### config.mk
export PLATFORM = sky130hd
export DESIGN_NAME = stream_argmin
export DESIGN_NICKNAME = d
export VERILOG_FILES = /design/src/rtl/argmin_pkg.sv /design/src/rtl/argmin_cmp.sv /design/src/rtl/stream_argmin.sv
export SDC_FILE = /design/constraint.sdc
export NUM_CORES = 1
export LEC_CHECK = 0
export ABC_CLOCK_PERIOD_IN_PS = 1500
export BUFFER_PORTS_ARGS = -buffer_cell sky130_fd_sc_hd__buf_2
export CORE_MARGIN = 10
export CORE_UTILIZATION = 35
export CTS_CLUSTER_SIZE = 14
export DETAILED_ROUTE_END_ITERATION = 12
export GPL_TIMING_DRIVEN = 0
export SKIP_LAST_GASP = 1
export SLEW_MARGIN = 30
export SYNTH_ARGS = -nofsm -noshare
export SYNTH_HDL_FRONTEND = slang
export SYNTH_SLANG_ARGS = --single-unit
### constraint.sdc
create_clock -name clk -period 1.5 [get_ports clk]
set_input_delay 0.225 -clock clk [delete_from_list [all_inputs] [get_ports clk]]
set_output_delay 0.225 -clock clk [all_outputs]
set_load 0.01 [all_outputs]
### src/rtl/argmin_pkg.sv
// Shared constants for the streaming argmin/argmax block family.
package argmin_pkg;

  localparam logic [1:0] ST_IDLE = 2'd0;
  localparam logic [1:0] ST_SCAN = 2'd1;
  localparam logic [1:0] ST_DONE = 2'd2;

  localparam logic MODE_MIN = 1'b0;
  localparam logic MODE_MAX = 1'b1;

endpackage

### src/rtl/argmin_cmp.sv
// Strict unsigned "is candidate better than best" compare; combinational, no backpressure.
module argmin_cmp
  import argmin_pkg::*;
#(
  parameter int W = 3
) (
  input  logic [W-1:0] cand,
  input  logic [W-1:0] best,
  input  logic         mode,
  output logic         better
);

  // Strict compare so equal values never displace the earlier (lower-index) sample.
  assign better = (mode == MODE_MAX) ? (cand > best) : (cand < best);

endmodule

### src/rtl/stream_argmin.sv
// Frame-wise min/max finder with position; result one cycle after last accepted sample.
// Input stalls on in_valid=0; result held in DONE until out_ready, in_ready low meanwhile.
module stream_argmin
  import argmin_pkg::*;
#(
  parameter int W    = 3,
  parameter int N    = 4,
  parameter int IDXW = (N > 1) ? $clog2(N) : 1
) (
  input  logic            clk,
  input  logic            rst_n,
  input  logic            start,
  input  logic            mode,
  input  logic            in_valid,
  output logic            in_ready,
  input  logic [W-1:0]    in_data,
  output logic            out_valid,
  input  logic            out_ready,
  output logic [W-1:0]    out_val,
  output logic [IDXW-1:0] out_idx,
  output logic            busy
);

  localparam logic [IDXW:0] LAST_CNT = (IDXW + 1)'(N - 1);

  logic [1:0]      state;
  logic            mode_q;
  logic [IDXW:0]   count;
  logic [W-1:0]    best_val;
  logic [IDXW-1:0] best_idx;
  logic            better;

  argmin_cmp #(.W(W)) u_cmp (
    .cand   (in_data),
    .best   (best_val),
    .mode   (mode_q),
    .better (better)
  );

  always_ff @(posedge clk) begin
    if (!rst_n) begin
      state    <= ST_IDLE;
      mode_q   <= MODE_MIN;
      count    <= '0;
      best_val <= '0;
      best_idx <= '0;
    end else begin
      case (state)
        ST_IDLE: begin
          if (start) begin
            mode_q <= mode;
            count  <= '0;
            state  <= ST_SCAN;
          end
        end
        ST_SCAN: begin
          if (in_valid) begin
            // First sample seeds the running best regardless of its value.
            if (count == '0 || better) begin
              best_val <= in_data;
              best_idx <= count[IDXW-1:0];
            end
            count <= count + 1'b1;
            if (count == LAST_CNT) state <= ST_DONE;
          end
        end
        ST_DONE: begin
          if (out_ready) state <= ST_IDLE;
        end
        default: state <= ST_IDLE;
      endcase
    end
  end

  assign in_ready  = (state == ST_SCAN);
  assign out_valid = (state == ST_DONE);
  assign busy      = (state != ST_IDLE);
  assign out_val   = best_val;
  assign out_idx   = best_idx;

endmodule

==> impl_metrics.py, run 1 <==
metrics = {
    "status": {
        "outcome": "complete, but fails checks",
        "violations": "negative setup slack",
    },
    "clock_network": {
        "path_clk_slew_ps": 80,
        "cts_root_buf": "clkbuf_4",
        "cts.sink_count": 11,
        "cts_tree": "done",
        "cts-htree-levels": 1,
        "clk_path_buf_depth": 2,
        "clock_latency_ps": 270,
        "cts_hold_buffers": 0,
        "cts-buffers-inserted": 3,
    },
    "yosys": {
        "post_synth_instance_area_sq_um": 628,
        "yosysTopAreaCellShare": 0.351,
        "ys_top_cells_by_area": "dfxtp_1 (35%), ha_1 (12%), mux2i_1 (9.6%)",
        "ys_warn_count": 0,
        "ys_types": 25,
        "syn_area_per_cell_sq_um": 8.60,
        "syn_inst": 73,
        "synth.ff_latch_count": 11,
        "synth.largest_area_cell": "dfxtp_1",
        "yosysSeqAreaShare": 0.351,
        "syn_nets": 88,
    },
    "final_layout": {
        "drive_gt1_frac": 0.340,
        "final_cells": 119,
        "num_antenna_cells": 0,
        "mostFrequentLayoutCell": "buf_2",
        "nFillCells": 170,
        "nets": 110,
        "multi_input_area_sq_um": 397,
        "area_delta_synth_final_pct": 29.7,
        "final_util": 0.477,
        "regArea_sq_um": 223,
        "final_cell_mix": "buf_2 (17), nand2_1 (11), dfxtp_1 (9)",
    },
    "drt": {
        "first_pass_iters": 4,
        "viasPerCell": 4.72,
        "first_iter_violations": 15,
        "vias": 562,
        "remaining_drc_errors": 0,
        "drt-wirelength-per-cell_um": 12.0,
        "antenna_left": 0,
        "finalWirelength_um": 1430,
    },
    "global_route": {
        "grt_busiest_layer": "met2",
        "antenna_found_initial": 0,
        "grt_util_met2": 0.122,
        "met1_usage": 0.0883,
        "grt_overflow": 0,
        "grt_usage": 0.0792,
        "grt_pass1_vias": 575,
        "gr-usage-met3": 0.0341,
        "grt_pass1_wl_um": 2510,
        "grt_max_degree": 11,
    },
    "floorplan": {
        "core_sq_mm": 0.00171,
        "rows": 15,
        "die_y_um": 62.4,
        "dieArea_sq_mm": 0.00389,
        "io-pin-count": 17,
        "die_width_um": 62.4,
        "floorplan.initialDensity": 0.368,
    },
    "timing": {
        "fin_skew_ps": 2.80,
        "rsz0062_at_grt": "true",
        "setup_violations": 5,
        "finalHoldViolCount": 0,
        "tightest_slew_ps": 396,
        "period_share": 1.03,
        "fmax_ghz": 0.648,
        "min_period_ps": 1540,
        "setup_ws_ps": -43.2,
        "max_slew_margin": 0.736,
        "drv_slew": 0,
    },
    "critical_path": {
        "startpoint_type": "flip-flop",
        "crit_arrival_ps": 1710,
        "crit_path_end_kind": "flip-flop",
        "required_ps": 1660,
        "critPathKind": "reg2reg",
        "crit_path_max_fanout": 5,
    },
    "power": {
        "ir_drop_v": 0.000462,
        "power.density_mw_per_mm2": 785,
        "power.internal_w": 0.000462,
        "switching_share": 0.278,
        "power_frac_clock": 0.338,
        "switchingPower_w": 0.000178,
        "p_total_w": 0.000639,
        "seq_power_share": 0.482,
        "power_frac_comb": 0.180,
        "p_leak_nw": 0.348,
    },
    "placement": {
        "dp.cells": 114,
        "place_hpwl_um": 1060,
        "gp_congestion": 0.749,
        "portBuffers": 16,
    },
    "min_path": {
        "worstHoldPathType": "in2reg",
    },
    "run": {
        "cap_viol_max_count": 0,
    },
}
==> cells in the mapped netlist (all sizes together) <==
cell type and count:
dfxtp 11, nand2 11, inv 8, ha 6, mux2i 6, a21oi 4, nor2b 4, nor2 3
buf 2, nand3b 2, nand4 2, or2 2, a211oi 1, a21boi 1, a31oi 1, a32o 1
and2 1, and3 1, clkbuf 1, nor3b 1, nor4b 1, o211ai 1, o21ba 1, o31ai 1
==> layer usage <==
layer,vias up,part of all wire
met5,-,0
met4,0,0.025
met3,4,0.049
met2,12,0.49
met1,258,0.44
li1,288,-
==> sequential cells by signal (all words and copies together), names as in the netlist <==
name	flops
count	3
mode_q	1
out_idx	2
out_val	3
state	2
==> stage by stage <==
stage          setup slack (ps)  setup TNS, ps  hold WS, ps  cell area (sq um)
6_report                  -43.2           -195          193                815
5_1_grt                    -124           -535          203                815
4_1_cts                   -33.8           -145          192                815
3_5_place_dp              -43.0           -143          450                759
3_3_place_gp              -9.28          -34.6          444                759
2_1_floorplan             -8.98          -37.8          336                648
==> final timing paths <==
kind	endpoint	slack (ps)	cells past startpoint	startpoint
setup / recovery	out_val[1]	-40	7	out_val[2]
hold / removal	state[0]	190	2	in_valid
setup reg to reg	out_val[1]	-40	7	out_val[2]
hold reg to reg	out_idx[0]	460	2	out_idx[0]
==> final cells by class <==
type                            instances  area share
Multi-Input combinational cell         51       0.487
Sequential cell                        11       0.273
Timing Repair Buffer                   17       0.108
Tap cell                               25      0.0384
Inverter                                8      0.0369
Clock buffer                            4      0.0323
Buffer                                  3      0.0246
==> power groups by stage <==
stage | Clock (W) | Combinational [W] | Sequential, W
2_1_floorplan | 0 | 0.0000655 | 0.000316
3_3_place_gp | 0 | 0.000103 | 0.000315
3_5_place_dp | 0 | 0.000103 | 0.000316
4_1_cts | 0.000219 | 0.000115 | 0.000308
5_1_grt | 0.000230 | 0.000130 | 0.000310
6_report | 0.000216 | 0.000115 | 0.000308
==> critical path: stages, from the launching register on <==
cell and delay [ps]:
dfxtp_2 350, inv_2 40, ha_4 270, nand3b_1 110, a32o_1 240, o21ba_1 170
buf_6 130, mux2i_1 110
==> cells by family after synthesis <==
family	count (synthesis)	share of synthesized area
adder cells (fa/ha/maj)	6	0.120
flip-flops	11	0.351
buffers and inverters	11	0.0797
AO/OA/AOI/OAI	11	0.122
multiplexers	6	0.0956
AND/OR/NAND/NOR	28	0.233
==> what timing repair did <==
item | 4_1_cts | 5_1_grt
endpoints found under the setup margin | 5 | 5
pin swaps | 2 | 0
setup buffers | 1 | 0
resized for setup | 3 | 0
No activity file was read; power rests on OpenSTA's default activity.
==> inputs of run 2 (changes only) <==
--- a/config.mk
+++ b/config.mk
@@ -12,6 +12,7 @@
 export CTS_CLUSTER_SIZE = 14
 export DETAILED_ROUTE_END_ITERATION = 12
 export GPL_TIMING_DRIVEN = 0
+export SKIP_CTS_REPAIR_TIMING = 1
 export SKIP_LAST_GASP = 1
 export SLEW_MARGIN = 30
 export SYNTH_ARGS = -nofsm -noshare
==> run 2 against run 1 <==
Compared with the run above: flip-flop and latch count unchanged; critical path type unchanged; clock-buffer cell count unchanged; power about the same; critical endpoint unchanged; sequential power hardly changed; core utilization did not move; highest routed layer unchanged; setup slack improved by 7.0 ps; non-clock buffer count stayed put; hold slack improved by 5.5 ps; wire length stayed put; critical path depth stayed put; first-iteration DRC count fell by 20%; the run still ends with negative setup slack left; clock skew hardly changed.
==> impl_metrics.py, run 2 (same netlist as run 1, synthesis figures left out) <==
metrics = {
    "status": {
        "outcome": "complete, but fails checks",
        "violations": "negative setup slack",
    },
    "power": {
        "p_total_w": 0.000639,
        "power_frac_clock": 0.339,
        "power.density_mw_per_mm2": 785,
        "power.internal_w": 0.000461,
        "switching_share": 0.278,
        "switchingPower_w": 0.000178,
        "ir_drop_v": 0.000479,
        "seq_power_share": 0.482,
        "power_frac_comb": 0.178,
        "p_leak_nw": 0.348,
    },
    "placement": {
        "dp.cells": 114,
        "place_hpwl_um": 1060,
        "postPlaceCellArea_sq_um": 759,
        "gp_congestion": 0.749,
        "portBuffers": 16,
    },
    "final_layout": {
        "nets": 110,
        "drive_gt1_frac": 0.340,
        "area_delta_synth_final_pct": 29.7,
        "final_cells": 119,
        "design_area_sq_um": 815,
        "num_antenna_cells": 0,
        "final_cell_mix": "buf_2 (17), nand2_1 (11), dfxtp_1 (9)",
        "mostFrequentLayoutCell": "buf_2",
    },
    "drt": {
        "first_pass_iters": 4,
        "vias": 567,
        "antenna_left": 0,
        "remaining_drc_errors": 0,
        "drt-wirelength-per-cell_um": 12.0,
        "finalWirelength_um": 1430,
        "first_iter_violations": 12,
        "viasPerCell": 4.76,
    },
    "timing": {
        "finalHoldViolCount": 0,
        "setup_violations": 5,
        "fmax_ghz": 0.651,
        "rsz0062_at_grt": "true",
        "setup_ws_ps": -36.3,
        "fin_skew_ps": 2.66,
        "period_share": 1.02,
        "tightest_slew_ps": 388,
        "whs_ps": 199,
        "max_slew_margin": 0.742,
        "min_period_ps": 1540,
        "drv_slew": 0,
    },
    "critical_path": {
        "critPathKind": "reg2reg",
        "crit_arrival_ps": 1700,
        "startpoint_type": "flip-flop",
        "cp_slowest_cell": "dfxtp_2",
        "r2r-start": "out_val[2]",
        "crit_path_end_kind": "flip-flop",
        "cp-startpoint": "out_val[2]",
        "path_cells": "inv_2 > ha_4 > nand3b_1 > a32o_1 > o21ba_1 > buf_6 > mux2i_1",
        "crit_path_max_fanout": 5,
        "required_ps": 1660,
        "cpPeakStageDelay_ps": 350,
    },
    "min_path": {
        "hp-start": "in_valid",
        "worstHoldPathType": "in2reg",
    },
    "floorplan": {
        "die_y_um": 62.4,
        "dieArea_sq_mm": 0.00389,
        "die_width_um": 62.4,
        "floorplan.initialDensity": 0.368,
        "core_sq_mm": 0.00171,
        "rows": 15,
        "io-pin-count": 17,
    },
    "clock_network": {
        "clock_latency_ps": 270,
        "cts-buffers-inserted": 3,
        "cts_tree": "done",
        "cts.sink_count": 11,
        "cts-htree-levels": 1,
        "clk_path_buf_depth": 2,
        "cts_root_buf": "clkbuf_4",
        "path_clk_slew_ps": 80,
    },
    "global_route": {
        "grt_pass1_wl_um": 2400,
        "grt_max_degree": 11,
        "grt_pass1_vias": 543,
        "grt_overflow": 0,
        "antenna_found_initial": 0,
        "grt_usage": 0.0770,
    },
    "run": {
        "cap_viol_max_count": 0,
    },
}
[run 2: cell counts in the layout (fill, tap and decap cells not counted)]
No cell type changed its count.
[run 2: worst paths after layout]
path	endpoint	slack [ps]	cells past startpoint
worst max-delay path	out_val[1]	-40	7
worst max register to register	out_val[1]	-40	7
worst min-delay path	state[0]	200	2
worst min register to register	out_idx[0]	460	2
[run 2: critical path: cells and delay by family, from the launching register on]
kind | cells | cell delay (ps)
AO/OA/AOI/OAI | 2 | 410
flip-flops | 1 | 350
adder cells (fa/ha/maj) | 1 | 270
buffers and inverters | 2 | 170
AND/OR/NAND/NOR | 1 | 110
multiplexers | 1 | 110
[run 2: routing by layer]
metal,routed length [um],vias to the layer above,global-route usage
li1,-,292,-
met4,38,0,0.0419
met1,634,254,0.0853
met3,89,4,0.0394
met2,670,17,0.117
met5,0,-,0
[run 2: metrics by stage]
| stage | setup slack, ps | util | TNS [ps] |
|---|---|---|---|
| floorplan | -8.98 | - | -37.8 |
| global placement | -9.28 | 0.445 | -34.6 |
| detailed placement | -43.0 | 0.445 | -143 |
| CTS | -60.2 | 0.460 | -254 |
| global route | -114 | 0.477 | -485 |
| finish | -36.3 | 0.477 | -161 |
[run 2: final cells by class]
cell class / count / area, sq um
Fill cell: 172 / 893
Multi-Input combinational cell: 51 / 397
Sequential cell: 11 / 223
Timing Repair Buffer: 17 / 87.6
Tap cell: 25 / 31.3
Inverter: 8 / 30.0
Clock buffer: 4 / 26.3
Buffer: 3 / 20.0
[run 2: power by group through the flow]
stage / Sequential [W] / Clock (W) / Combinational, W
after floorplan: 0.000316 / 0 / 0.0000655
after global placement: 0.000315 / 0 / 0.000103
after detailed placement: 0.000316 / 0 / 0.000103
after CTS: 0.000309 / 0.000219 / 0.000104
after global routing: 0.000310 / 0.000233 / 0.000130
final: 0.000308 / 0.000217 / 0.000114
